[src/rtl/man_pkg.sv]
// Shared Manchester line definitions: decoder state encoding and the bit polarity
// used by both the NRZ-to-Manchester encoder and the man_nrz decoder.
package man_pkg;

   typedef enum logic [1:0] {
      HUNT  = 2'd0,
      MEAS  = 2'd1,
      TRACK = 2'd2
   } man_state_e;

   // A falling mid-bit edge carries a 1 (high-then-low).
   localparam logic MAN_FALL_IS_ONE = 1'b1;

endpackage

[src/rtl/man_edge_sync.sv]
// Brings the asynchronous Manchester line into the clk domain through two flops and
// keeps a third flop so single-cycle rise/fall pulses can be formed.
module man_edge_sync (
   input  logic clk,
   input  logic rst,
   input  logic man_i,
   output logic rise_o,
   output logic fall_o
);

   logic s1_q;
   logic s2_q;
   logic s3_q;

   always_ff @(posedge clk or posedge rst) begin
      if (rst) begin
         s1_q <= 1'b0;
         s2_q <= 1'b0;
         s3_q <= 1'b0;
      end else begin
         s1_q <= man_i;
         s2_q <= s1_q;
         s3_q <= s2_q;
      end
   end

   assign rise_o = s2_q & ~s3_q;
   assign fall_o = ~s2_q & s3_q;

endmodule

[src/rtl/man_nrz.sv]
// Manchester-to-NRZ decoder: locks onto full-bit gaps between mid-bit edges and emits one
// NRZ bit per bit period. Define MAN_NRZ_ERR_EN to add the err output (loss of lock, glitches).
module man_nrz
   import man_pkg::*;
#(
   parameter int OSR = 8
) (
   input  logic clk,
   input  logic rst,
   input  logic man,
   output logic nrz,
   output logic nrz_valid,
`ifdef MAN_NRZ_ERR_EN
   output logic err,
`endif
   output logic locked
);

   localparam int LO = 3*OSR/4;
   localparam int HI = 5*OSR/4;
   localparam int CW = $clog2(HI+2);

   localparam logic [CW-1:0] LO_C  = CW'(LO);
   localparam logic [CW-1:0] HI_C  = CW'(HI);
   localparam logic [CW-1:0] SAT_C = CW'(HI+1);

   logic          rise;
   logic          fall;
   logic          any_edge;
   logic [CW-1:0] cnt_q;
   logic [CW-1:0] cnt_now;
   logic          early;
   logic          late;
   logic          in_win;
   logic          dec_bit;

   man_state_e    state_q;
   logic          nrz_q;
   logic          valid_q;
   logic          locked_q;

`ifdef MAN_NRZ_ERR_EN
   logic [1:0]    glitch_q;
   logic          err_q;
`endif

   man_edge_sync u_edge_sync (
      .clk    (clk),
      .rst    (rst),
      .man_i  (man),
      .rise_o (rise),
      .fall_o (fall)
   );

   assign any_edge = rise | fall;
   // cnt_q excludes the current cycle, so cnt_now is the full edge-to-edge distance.
   assign cnt_now  = cnt_q + CW'(1);
   assign early    = cnt_now < LO_C;
   assign late     = cnt_now > HI_C;
   assign in_win   = !early && !late;
   assign dec_bit  = fall ? MAN_FALL_IS_ONE : ~MAN_FALL_IS_ONE;

   always_ff @(posedge clk or posedge rst) begin
      if (rst) begin
         state_q  <= HUNT;
         cnt_q    <= '0;
         nrz_q    <= 1'b0;
         valid_q  <= 1'b0;
         locked_q <= 1'b0;
`ifdef MAN_NRZ_ERR_EN
         glitch_q <= 2'd0;
         err_q    <= 1'b0;
`endif
      end else begin
         valid_q <= 1'b0;
`ifdef MAN_NRZ_ERR_EN
         err_q   <= 1'b0;
`endif
         case (state_q)
            HUNT: begin
               if (any_edge) begin
                  state_q <= MEAS;
                  cnt_q   <= '0;
               end else if (cnt_q != SAT_C) begin
                  cnt_q <= cnt_now;
               end
            end

            MEAS: begin
               if (late) begin
                  state_q <= HUNT;
                  cnt_q   <= SAT_C;
               end else if (any_edge && early) begin
                  cnt_q <= '0;
               end else if (any_edge) begin
                  state_q  <= TRACK;
                  locked_q <= 1'b1;
                  cnt_q    <= '0;
                  nrz_q    <= dec_bit;
                  valid_q  <= 1'b1;
`ifdef MAN_NRZ_ERR_EN
                  glitch_q <= 2'd0;
`endif
               end else begin
                  cnt_q <= cnt_now;
               end
            end

            TRACK: begin
               if (late) begin
                  state_q  <= HUNT;
                  locked_q <= 1'b0;
                  cnt_q    <= SAT_C;
`ifdef MAN_NRZ_ERR_EN
                  err_q    <= 1'b1;
`endif
               end else if (any_edge && in_win) begin
                  cnt_q   <= '0;
                  nrz_q   <= dec_bit;
                  valid_q <= 1'b1;
`ifdef MAN_NRZ_ERR_EN
                  glitch_q <= 2'd0;
`endif
               end else begin
                  cnt_q <= cnt_now;
`ifdef MAN_NRZ_ERR_EN
                  // First early edge is the legal bit boundary; the second one is a glitch.
                  if (any_edge) begin
                     if (glitch_q == 2'd1) begin
                        err_q <= 1'b1;
                     end
                     if (glitch_q != 2'd2) begin
                        glitch_q <= glitch_q + 2'd1;
                     end
                  end
`endif
               end
            end

            default: begin
               state_q  <= HUNT;
               locked_q <= 1'b0;
               cnt_q    <= '0;
            end
         endcase
      end
   end

   assign nrz       = nrz_q;
   assign nrz_valid = valid_q;
   assign locked    = locked_q;
`ifdef MAN_NRZ_ERR_EN
   assign err       = err_q;
`endif

endmodule
[config.mk]
export PLATFORM = sky130hd
export DESIGN_NAME = man_nrz
export DESIGN_NICKNAME = d
export VERILOG_FILES = /design/src/rtl/man_pkg.sv /design/src/rtl/man_edge_sync.sv /design/src/rtl/man_nrz.sv
export SDC_FILE = /design/constraint.sdc
export NUM_CORES = 1
export LEC_CHECK = 0
export CORE_UTILIZATION = 42
export CTS_BUF_LIST = sky130_fd_sc_hd__clkbuf_2
export CTS_CLUSTER_SIZE = 20
export DETAILED_ROUTE_END_ITERATION = 7
export PLACE_DENSITY = 0.72
export SKIP_LAST_GASP = 1
export SLEW_MARGIN = 20
export SYNTH_ARGS = -nofsm -noshare
export SYNTH_HDL_FRONTEND = slang
export SYNTH_SLANG_ARGS = --single-unit
[constraint.sdc]
create_clock -name clk -period 4.2 [get_ports clk]
set_input_delay 1.26 -clock clk [delete_from_list [all_inputs] [get_ports clk]]
set_output_delay 1.26 -clock clk [all_outputs]
set_load 0.05 [all_outputs]
==> flow_summary.ini <==
[logic_synthesis]
avgSynthCellArea_um2 = 9.96
yosysTopAreaCell = dfrtp_1
synthesis.area_um2 = 787
synth_cells = 79
ys_top_cells_by_count = dfrtp_1, inv_1, ha_1
netlist.area_leader.share_pct = 38.2
yosys_warnings = 0
synth_top_family_by_area = compound AO/OA/AOI/OAI gates
synth_seq_cells = 12
synth-xor-area-share_pct = 3.18
yosysSeqAreaShare_pct = 38.2
synthAdderAreaFrac_pct = 9.54
synthTopCellsByArea = dfrtp_1, ha_1, inv_1
synthArstFlopShare_pct = 100
synth-compound-area-share_pct = 22.1
yosys.area_share.simple_pct = 18.1
syn-num-nets = 88
synth_cell_type_count = 37
ys.flop_type = dfrtp_1
muxShareOfSynthArea_pct = 2.70
yosysMostFrequentCell = dfrtp_1
synth_edf_count = 0

[run]
cap_violations = 0

[routing]
dr.pass1.iters = 4
drtAntennaViolNets = 0
drtIter0Drc = 14
routed_wl_um = 1480
via_per_inst = 5.47
wl_per_cell_um = 13.4
drc_errors = 0
routed-via-count = 602

[power_and_ir_drop]
cellPowerDensity_nw_per_um2 = 546
p_sw_share_pct = 44.2
clkPwrFrac_pct = 11.8
p_sw_uw = 210
p_int_uw = 264
seq_power_share_pct = 34.4
p_leak_uw = 0.000380
pwr-share-comb_pct = 53.8
ir_drop_mv = 0.299

[floorplan]
num_rows = 15
start_util_pct = 45.1
die_h_um = 45.3
die_w_um = 45.3
die_area_um2 = 2050
coreArea_um2 = 1750
ios = 6

[worst_setup_path]
worstReg2RegEnd = nrz
slowest_delay_ns = 0.80
critPathRequiredTime_ns = 2.94
path_cells = clkdlybuf4s50_1
cp_slowest_cell = clkdlybuf4s50_1
crit_arrival_ns = 1.44
r2r-start = cnt_q[0]
cp-end-kind = output port
path_class = reg -> out
r2r_setup_slack_ns = 2.14
critical_path_buf_inv_count = 1
path_delay_family = buffers and inverters
ff2ff_path_depth = 6
crit_path_start_kind = register
path_max_fanout = 3

[global_routing]
grt_start_max_net_pins = 13
grt_pass1_vias = 571
grt_usage_pct = 16.6
grt_overflow = 0
grt_first_pass_wirelength_um = 2420
antenna_found_initial = 0

[finish]
drive_above_1_share_pct = 15.3
multi_input_area_um2 = 438
diodes = 0
post-route-util_pct = 49.7
syn2layout_area_growth_pct = 10.3
fill_cells = 171
nets = 95
seq_area_um2 = 300

[timing]
min_period_ns = 2.70
period_share_pct = 64.2
hold_viol = 0
fin_tns_setup_ns = 0
max_freq_mhz = 371
worst_clock_skew_ns = 0.00280
setup_viol = 0
worstMarginPinSlew_ns = 0.490
relSlewSlack_pct = 67.2
slew_viol_final = 0
rsz0062_at_grt = no

[min_path]
hold_class = reg -> reg
hold_depth = 0
holdPathEnd = u_edge_sync.s2_q
hp-start = u_edge_sync.s1_q

[clock_network]
insertion_delay_ns = 0.26
cts_tree = done
cts.clk_slew.worst_paths_ns = 0.11
cts-root-buf = clkbuf_2
cts_buffer_depth = 2
cts_buffers = 3
cts_repair_resize_count = 0
h-tree-depth = 1
cts_setup_buffers = 0
cts_hold_buf = 0
cts.sinks = 12

[placement]
gp_congestion = 0.801
dpl.hpwl_um = 1090
port_buffers = 5

[outcome]
status = complete, no violations
## logic make-up after synthesis
family | count (synthesis)
AND/OR/NAND/NOR | 25
AO/OA/AOI/OAI | 21
flip-flops | 12
buffers and inverters | 11
adder cells (fa/ha/maj) | 6
XOR/XNOR | 2
multiplexers | 2
## routing by layer
metal	GRT usage, %	share of wire, %	wire, um	vias to the layer above
met5	0	0	0	-
met4	1.82	0	0	0
met1	20.0	47	702	296
li1	-	-	-	299
met2	28.4	49	728	7
met3	7.20	3.2	48	0
## registers in the layout (all words and copies together) (netlist names)
signal / flops
state_q: 2
nrz: 1
locked: 1
nrz_valid: 1
u_edge_sync.s3_q: 1
cnt_q: 4
u_edge_sync.s1_q: 1
u_edge_sync.s2_q: 1
## final cells by class
cell class	count	area share (%)
flip-flops and latches	12	34.6
clock inverters	1	0.432
well taps	25	3.60
inverters	8	3.46
clock buffers	3	1.73
multi-input cells	56	50.4
repair buffers	5	5.76
## cells in the final DEF (no fill, tap or decap), types with 3 or more instances in the layout
| cell | synthesis | final |
|---|---|---|
| clkbuf_2 | 0 | 3 |
| clkdlybuf4s50_1 | 0 | 5 |
| dfrtp_1 | 12 | 12 |
| ha_1 | 6 | 6 |
| inv_1 | 8 | 8 |
| nand2_1 | 5 | 5 |
| nand3_1 | 3 | 3 |
| nor2_1 | 4 | 4 |
| o21ai_0 | 4 | 4 |
## power groups by stage
stage	clock network [uW]	logic [uW]	registers, uW
final	55.9	255	163
after CTS	58.5	254	164
after floorplan	0	178	178
after detailed placement	0	249	166
after global routing	65.8	278	168
after global placement	0	243	164
## worst reg2reg max path, cell delays in order (launching register included)
cell and delay (ns):
dfrtp_1 0.46, ha_1 0.26, nand2b_1 0.18, or3_4 0.39, and3_4 0.22, nand3b_1 0.11, mux2_2 0.33
## metrics by stage
stage | hold slack [ns] | setup slack [ns] | cell area, um2 | total power [uW] | cells
floorplan | 0.331 | 2.21 | 787 | 357 | 79
detailed placement | 0.342 | 1.80 | 850 | 415 | 106
global route | 0.381 | 1.43 | 868 | 511 | 110
global placement | 0.332 | 1.80 | 850 | 407 | 106
finish | 0.363 | 1.50 | 868 | 474 | 110
CTS | 0.370 | 1.48 | 868 | 476 | 110
## worst max path at each step
stage	start	endpoint	slack, ns	cells after the start
after floorplan	cnt_q[0]	nrz	2.21	7
after global placement	locked	locked	1.80	1
after detailed placement	locked	locked	1.80	1
after CTS	locked	locked	1.48	1
after global routing	locked	locked	1.43	1
final	locked	locked	1.50	1
Power figures use the tool's default switching activity.
